===== src/rtl/linear_deconvolution.sv =====
// Linear deconvolution: recovers B from kernel A and convolution output C
// (C = A*B) by sequential forward substitution. It does one multiply-accumulate
// per cycle and one exact signed division per recovered sample.
module linear_deconvolution #(
    parameter int size_n = 4,
    parameter int size_m = 4,
    parameter int width  = 8
) (
    input  logic                      clk,
    input  logic                      reset,
    input  logic                      start,
    input  logic signed [width-1:0]   A [size_n],
    input  logic signed [2*width-1:0] C [size_n+size_m-1],
    output logic signed [width-1:0]   B [size_m],
    output logic                      busy,
    output logic                      done,
    output logic                      err
);

    localparam int aw  = 2*width + $clog2(size_n) + 1;
    localparam int iw  = $clog2((size_n > size_m ? size_n : size_m) + 1);
    localparam int nc  = size_n + size_m - 1;
    localparam int naw = $clog2(size_n);
    localparam int cw  = $clog2(nc);
    localparam int mw  = $clog2(size_m);

    localparam logic [iw-1:0]        lim_max = iw'(size_n - 1);
    localparam logic [iw-1:0]        k_last  = iw'(size_m - 1);
    localparam logic signed [aw-1:0] q_max   = aw'(2**(width-1) - 1);
    localparam logic signed [aw-1:0] q_min   = aw'(-(2**(width-1)));

    typedef enum logic [2:0] {
        st_idle, st_load, st_init, st_mac, st_div, st_done
    } state_t;

    state_t state, state_nxt;

    logic signed [width-1:0]   a_r [size_n];
    logic signed [2*width-1:0] c_r [nc];
    logic signed [aw-1:0]      acc;
    logic [iw-1:0]             j, k, lim;

    logic signed [width-1:0]   a_sel, b_sel;
    logic signed [aw-1:0]      prod, c_ext, a0_ext, q, r;
    logic                      div_bad;

    // State register
    always_ff @(posedge clk) begin
        // NOTE: non-blocking in sequential blocks so every register samples pre-edge values.
        if (!reset) state <= st_idle;
        else        state <= state_nxt;
    end

    // Next-state decode
    always_comb begin
        // NOTE: default assignment first so no path through the case infers a latch.
        state_nxt = state;
        case (state)
            st_idle: if (start) state_nxt = st_load;
            st_load: state_nxt = (a_r[0] == '0) ? st_done : st_init;
            st_init: state_nxt = (lim != '0) ? st_mac : st_div;
            st_mac:  state_nxt = (j < lim) ? st_mac : st_div;
            st_div:  state_nxt = (div_bad || k == k_last) ? st_done : st_init;
            st_done: state_nxt = st_idle;
            default: state_nxt = st_idle;
        endcase
    end

    // Status outputs decoded from state
    always_comb begin
        busy = (state != st_idle) && (state != st_done);
        done = (state == st_done);
    end

    // Datapath operands: term count, MAC product, exact-division test
    always_comb begin
        lim   = (k > lim_max) ? lim_max : k;
        a_sel = a_r[naw'(j)];
        b_sel = B[mw'(k - j)];
        prod  = aw'(a_sel) * aw'(b_sel);
        c_ext = aw'(c_r[cw'(k)]);
        // Divisor forced to 1 when A[0] is zero; that case never reaches DIV.
        a0_ext = aw'(a_r[0]);
        if (a_r[0] == '0) a0_ext = aw'(1);
        q       = acc / a0_ext;
        r       = acc % a0_ext;
        div_bad = (r != '0) || (q > q_max) || (q < q_min);
    end

    // Datapath registers: operand capture, accumulate, divide, error flag
    always_ff @(posedge clk) begin
        if (!reset) begin
            // NOTE: the B array is cleared here because its reset value is visible at the port.
            for (int i = 0; i < size_m; i++) B[i] <= '0;
            for (int i = 0; i < size_n; i++) a_r[i] <= '0;
            for (int i = 0; i < nc; i++)     c_r[i] <= '0;
            acc <= '0;
            j   <= '0;
            k   <= '0;
            err <= 1'b0;
        end else begin
            case (state)
                st_idle: begin
                    if (start) begin
                        a_r <= A;
                        c_r <= C;
                        err <= 1'b0;
                    end
                end
                st_load: begin
                    if (a_r[0] == '0) err <= 1'b1;
                    k <= '0;
                end
                st_init: begin
                    acc <= c_ext;
                    j   <= iw'(1);
                end
                st_mac: begin
                    acc <= acc - prod;
                    j   <= j + iw'(1);
                end
                st_div: begin
                    if (div_bad) begin
                        err <= 1'b1;
                    end else begin
                        B[mw'(k)] <= q[width-1:0];
                        if (k != k_last) k <= k + iw'(1);
                    end
                end
                default: ;
            endcase
        end
    end

endmodule


===== config.mk =====
export PLATFORM = sky130hd
export DESIGN_NAME = linear_deconvolution
export DESIGN_NICKNAME = d
export VERILOG_FILES = /design/src/rtl/linear_deconvolution.sv
export SDC_FILE = /design/constraint.sdc
export NUM_CORES = 1
export LEC_CHECK = 0
export ABC_CLOCK_PERIOD_IN_PS = 66300
export BUFFER_PORTS_ARGS = -buffer_cell sky130_fd_sc_hd__buf_2
export CORE_ASPECT_RATIO = 2
export CORE_UTILIZATION = 30
export CTS_CLUSTER_DIAMETER = 50
export DETAILED_ROUTE_END_ITERATION = 7
export PLACE_DENSITY = 0.5
export SKIP_LAST_GASP = 1
export SLEW_MARGIN = 20
export SYNTH_ARGS = -nofsm -noshare
export SYNTH_HDL_FRONTEND = slang
export SYNTH_SLANG_ARGS = --single-unit

===== constraint.sdc =====
create_clock -name clk -period 66.3 [get_ports clk]
set_clock_uncertainty 0.2 [all_clocks]
set_input_delay 3.315 -clock clk [delete_from_list [all_inputs] [get_ports clk]]
set_output_delay 3.315 -clock clk [all_outputs]
set_load 0.005 [all_outputs]

==> metrics.yaml, run 1 <==
clock_network:
  post_cts_buffers: 0
  cts_resized: 0
  clockBufferDepth: 3
  root_buffer: "clkbuf_16"
  cts_tree: "yes"
  cts.sinks: 205
  cts_hold_buf: 0
  cts.htree.levels: 1
  cts_buffers: 19
  clock_latency_ns: 0.53
  cts.clk_slew.worst_paths_ns: 0.07
job:
  cap_viol_max_count: 0
timing:
  max_freq_mhz: 20.7
  tns_ns: 0
  final_hold_viol_count: 0
  drv_slew: 0
  tightest_slew_ns: 1.24
  min_period_ns: 48.40
  setup_viol_count_final: 0
  slew_headroom: 0.163
  rsz0062_at_grt: "no"
  timing.final.crit_share: 0.730
worst_setup_path:
  crit_path_max_incr_delay_ns: 0.86
  cp.required_ns: 66.46
  timing.rr.start: "a_r[29]"
  cpMostUsedCell: "ha_1"
  cp_max_fo: 24
  worstSetupEndpointType: "flip-flop"
  critPathSlowestCell: "a311oi_1"
  worstSetupStartpointType: "flip-flop"
  cp_data_arrival_time_ns: 48.57
  crit_type: "flip-flop to flip-flop"
  crit_start: "a_r[29]"
global_route:
  antenna_found_initial: 1
  grt_max_degree: 92
  grt_pass1_vias: 26200
  grt.total_usage: 0.240
  grt_pass1_wl_mm: 154
  grt_overflow: 0
floorplanning:
  die_x_um: 206
  die_height_um: 410
  rows: 149
  core-area_um2: 82400
  ioPinCount: 182
  initial_utilization: 0.303
  die_area_um2: 84600
drt:
  viasPerCell: 5.56
  ant_nets: 0
  drtPass1Iterations: 6
  num_vias: 25300
  drc: 0
  wl_mm: 102
  drtIter0Drc: 1448
  wl_per_cell_um: 22.4
logic_synthesis:
  ys.flop_type: "dfxtp_1"
  synth_area_um2: 25000
  syn_inst: 3326
  synth-edff-count: 0
  synth.ff_latch_count: 205
  syn_avg_cell_area_um2: 7.52
  yosysSeqAreaShare: 0.164
  synth_cell_type_count: 106
  yosys_warnings: 0
  async_reset_ff_frac: 0
final_layout:
  n_fill_cell: 9045
  fin_nets: 3952
  area_growth_pct: 11.8
  drive_gt1_frac: 0.110
worst_hold_path:
  hp-class: "flip-flop to flip-flop"
  worstHoldStart: "c_r[55]"
placement:
  routabilityCongestion: 0.964
  port_buffers: 181
  dp_hpwl_mm: 83.5
outcome:
  status: "complete, no violations"
[placed cells by master (no fill, tap or decap), types with 41 or more instances in the layout]
cell type / netlist / layout
nand2_1: 568 / 568
a21o_1: 52 / 52
mux2i_1: 79 / 78
inv_1: 169 / 168
o21ai_0: 135 / 135
nor2_1: 247 / 246
conb_1: 1 / 66
a21oi_1: 328 / 327
a31oi_1: 41 / 41
o21a_1: 54 / 54
buf_4: 0 / 47
buf_2: 5 / 181
ha_1: 244 / 244
nor3_1: 77 / 76
nand3_1: 68 / 67
fa_1: 71 / 71
dfxtp_1: 205 / 203
xnor2_1: 113 / 109
and2_1: 56 / 56
xor2_1: 51 / 50
[state kept, by name, indices dropped and copies added (netlist names)]
signal / cells
err: 1
c_r: 112
k: 3
a_r: 32
state: 3
B: 32
acc: 19
j: 3
[worst paths after layout]
check	slack, ns	endpoint	depth (start not counted)
setup / recovery	17.90	B[25]	153
hold / removal	0.25	c_r[55]	2
setup reg to reg	17.90	B[25]	153
hold reg to reg	0.25	c_r[55]	2
[through the flow]
stage	instance area [um2]	util	hold slack [ns]	instances	worst slack (ns)
CTS	27900	0.339	0.253	4555	17.96
global route	28000	0.339	0.270	4557	15.14
global placement	27300	0.332	0.239	4525	18.50
floorplan	25200	-	0.233	3391	26.63
detailed placement	27300	0.332	0.243	4525	18.10
finish	28000	0.339	0.252	4557	17.90
[cells in the mapped netlist, types with 41 or more instances]
cell type / number / area (um2)
a21o_1: 52 / 390
a21oi_1: 328 / 1640
a31oi_1: 41 / 257
and2_1: 56 / 350
clkbuf_1: 124 / 465
dfxtp_1: 205 / 4100
fa_1: 71 / 1420
ha_1: 244 / 3050
inv_1: 169 / 634
mux2i_1: 79 / 791
nand2_1: 568 / 2130
nand3_1: 68 / 340
nor2_1: 247 / 927
nor3_1: 77 / 385
o21a_1: 54 / 405
o21ai_0: 135 / 676
xnor2_1: 113 / 990
xor2_1: 51 / 447
[critical path, delay by kind of cell (launching register included)]
family,cells,cell delay (ns)
fa+ha+maj,19,5.62
flops,1,0.46
compound gates,73,23.80
buf+inv,16,3.89
mux,2,0.32
simple gates,42,13.70
xor+xnor,1,0.13
[kinds of logic after synthesis]
logic type	synth area share
AOI/OAI and AO/OA	0.254
adders and majority gates	0.179
buffers and inverters	0.0498
other	0.000150
DFF	0.164
xor gates and xnor gates	0.0584
and+or+nand+nor	0.227
muxes	0.0668
[final cells by class]
type                            count  area, um2  share of cell area
Antenna cell                        1       2.50           0.0000895
Inverter                          170        641              0.0229
Timing Repair Buffer              228       1260              0.0450
Clock inverter                      8       86.3             0.00309
Sequential cell                   205       4110               0.147
Clock buffer                       22        517              0.0185
Tap cell                         1057       1320              0.0473
Multi-Input combinational cell   2866      20000               0.716
[metal layers]
layer / part of all wire / global-route usage / routed length, um / vias to the layer above
li1: - / - / - / 12300
met1: 0.31 / 0.205 / 31700 / 12000
met2: 0.56 / 0.475 / 56600 / 672
met3: 0.033 / 0.0241 / 3350 / 323
met4: 0.10 / 0.210 / 10300 / 0
met5: 0 / 0 / 0 / -
Power of run 1 is not shown: default switching activity piles up to over one toggle a cycle in this logic, so the estimate is an artifact.
==> run 2, diff against run 1 <==
--- a/config.mk
+++ b/config.mk
@@ -5,13 +5,14 @@
 export SDC_FILE = /design/constraint.sdc
 export NUM_CORES = 1
 export LEC_CHECK = 0
-export ABC_CLOCK_PERIOD_IN_PS = 66300
+export ABC_AREA = 1
+export ABC_CLOCK_PERIOD_IN_PS = 50200
 export BUFFER_PORTS_ARGS = -buffer_cell sky130_fd_sc_hd__buf_2
 export CORE_ASPECT_RATIO = 2
 export CORE_UTILIZATION = 30
 export CTS_CLUSTER_DIAMETER = 50
 export DETAILED_ROUTE_END_ITERATION = 7
-export PLACE_DENSITY = 0.5
+export PLACE_DENSITY = 0.51
 export SKIP_LAST_GASP = 1
 export SLEW_MARGIN = 20
 export SYNTH_ARGS = -nofsm -noshare
==> constraint.sdc (replaced) <==
create_clock -name clk -period 50.2 [get_ports clk]
set_clock_uncertainty 0.2 [all_clocks]
set_input_delay 2.51 -clock clk [delete_from_list [all_inputs] [get_ports clk]]
set_output_delay 2.51 -clock clk [all_outputs]
set_load 0.005 [all_outputs]
==> metrics.yaml, run 2 <==
timing:
  tightest_slew_ns: 1.12
  layout_setup_ws_ns: 10.90
  tns_ns: 0
  timing.final.crit_share: 0.783
  min_period_ns: 39.30
  setup_viol_count_final: 0
  slew_headroom: 0.256
  drv_slew: 0
  rsz0062_at_grt: "no"
  final_hold_viol_count: 0
  max_freq_mhz: 25.4
drt:
  wl_per_cell_um: 17.7
  wl_mm: 88.7
  drtIter0Drc: 884
  viasPerCell: 4.90
  drc: 0
  drtPass1Iterations: 6
  ant_nets: 0
  num_vias: 24500
worst_setup_path:
  worstSetupEndpointType: "flip-flop"
  critPathSlowestCell: "nor4_1"
  cp.required_ns: 50.44
  cp_data_arrival_time_ns: 39.54
  timing.rr.start: "a_r[27]"
  crit_type: "flip-flop to flip-flop"
  crit_path_max_incr_delay_ns: 0.68
  worstSetupStartpointType: "flip-flop"
  r2r_end: "B[0]"
  r2r_slack_ns: 10.90
  cp_max_fo: 25
  cpMostUsedCell: "nand2_1"
  r2r_cells: 247
logic_synthesis:
  synth.top_cell.area_share: 0.169
  syn_avg_cell_area_um2: 6.45
  syn_inst: 3765
  synth_area_um2: 24300
  synth_common_cells: "nand2_1 (859), inv_1 (525), a21oi_1 (364), nor2_1 (284)"
  yosysSeqAreaShare: 0.169
  yosys_warnings: 0
  synth.most_common_cell: "nand2_1"
  synth.ff_latch_count: 205
  ys_top_cells_by_area: "dfxtp_1 (17%), nand2_1 (13%), ha_1 (13%)"
  async_reset_ff_frac: 0
  synth_cell_type_count: 73
  synth_largest_area_cell: "dfxtp_1"
  ys.flop_type: "dfxtp_1"
  synth-edff-count: 0
global_route:
  grt_pass1_wl_mm: 137
  grt.total_usage: 0.216
  grt_overflow: 0
  grt_pass1_vias: 25000
  grt_max_degree: 98
  antenna_found_initial: 5
floorplanning:
  die_x_um: 203
  core-area_um2: 80200
  initial_utilization: 0.303
  ioPinCount: 182
  rows: 147
  die_height_um: 404
  die_area_um2: 82200
placement:
  dp_hpwl_mm: 73.5
  dp_cells: 4957
  dpl_worst_slack_ns: 10.84
  port_buffers: 181
  routabilityCongestion: 0.917
job:
  cap_viol_max_count: 0
worst_hold_path:
  whs_path_depth: 2
  hp-class: "flip-flop to flip-flop"
  worstHoldStart: "c_r[11]"
  holdPathEnd: "c_r[11]"
final_layout:
  finalNonFillerCells: 4997
  largestRegisters: "c_r (112), B (32), a_r (32)"
  area_growth_pct: 11.6
  fin_nets: 4399
  layout_commonest_cell: "nand2_1"
  largest_register_ffs: 112
  most-common-layout-cells: "nand2_1 (858), inv_1 (524), a21oi_1 (364)"
  regMostFlops: "c_r"
  drive_gt1_frac: 0.112
clock_network:
  clock_latency_ns: 0.55
  post_cts_buffers: 0
  cts.clk_slew.worst_paths_ns: 0.08
  cts.htree.levels: 1
  root_buffer: "clkbuf_16"
  cts_tree: "yes"
  cts_buffers: 21
  clockBufferDepth: 3
  cts_resized: 0
  cts.sinks: 205
  cts_hold_buf: 0
outcome:
  status: "complete, no violations"
-- run 2: changes by cell type after synthesis, moves of 58 or more --
cell,change
nand2_1,+291
xor2_1,+58
o21ai_0,+100
mux2i_1,-79
inv_1,+356
nand3_1,+176
xnor2_1,-76
-- run 2: how the worst max path moves through the flow --
stage,cells past startpoint,slack [ns],end,from
after floorplan,251,19.23,B[1],a_r[27]
after global placement,247,11.04,B[0],a_r[27]
after detailed placement,247,10.84,B[0],a_r[27]
after CTS,247,10.71,B[0],a_r[27]
after global routing,248,6.85,B[8],a_r[27]
final,247,10.90,B[0],a_r[27]
-- run 2: area by class of cell --
| class | instances | area, um2 |
|---|---|---|
| inverters | 559 | 2100 |
| fillers | 9157 | 53100 |
| diodes | 4 | 10.0 |
| flip-flops and latches | 205 | 4110 |
| clock buffers | 28 | 602 |
| clock inverters | 8 | 92.6 |
| well taps | 1043 | 1310 |
| multi-input cells | 2937 | 17800 |
| repair buffers | 213 | 1150 |
-- run 2: through the flow --
stage	instance area (um2)	utilization	hold WS, ns
finish	27100	0.338	0.250
global route	27100	0.338	0.266
CTS	27100	0.338	0.250
detailed placement	26400	0.329	0.240
global placement	26400	0.329	0.235
floorplan	24500	-	0.225
-- run 2: per-layer routing --
metal  up-vias  track usage  part of all wire
met5         -            0                 0
met1     11200        0.178              0.32
met4         0        0.154             0.077
li1      12500            -                 -
met2       473        0.459              0.58
met3       232       0.0170             0.025
-- run 2: kinds of logic after synthesis --
logic type | Yosys count | share of synthesized area
buf+inv | 688 | 0.111
xor+xnor | 146 | 0.0526
fa+ha+maj | 315 | 0.184
flops | 205 | 0.169
simple gates | 1612 | 0.297
other cells | 1 | 0.000154
compound gates | 798 | 0.186
-- run 2: critical path: cells and delay by family, from the launching register on --
kind | cells | cell delay, ns
simple gates | 134 | 17.55
compound gates | 49 | 9.24
fa+ha+maj | 20 | 5.86
buf+inv | 42 | 5.39
xor+xnor | 2 | 0.41
flops | 1 | 0.34
Power of run 2 is left out for the same reason.
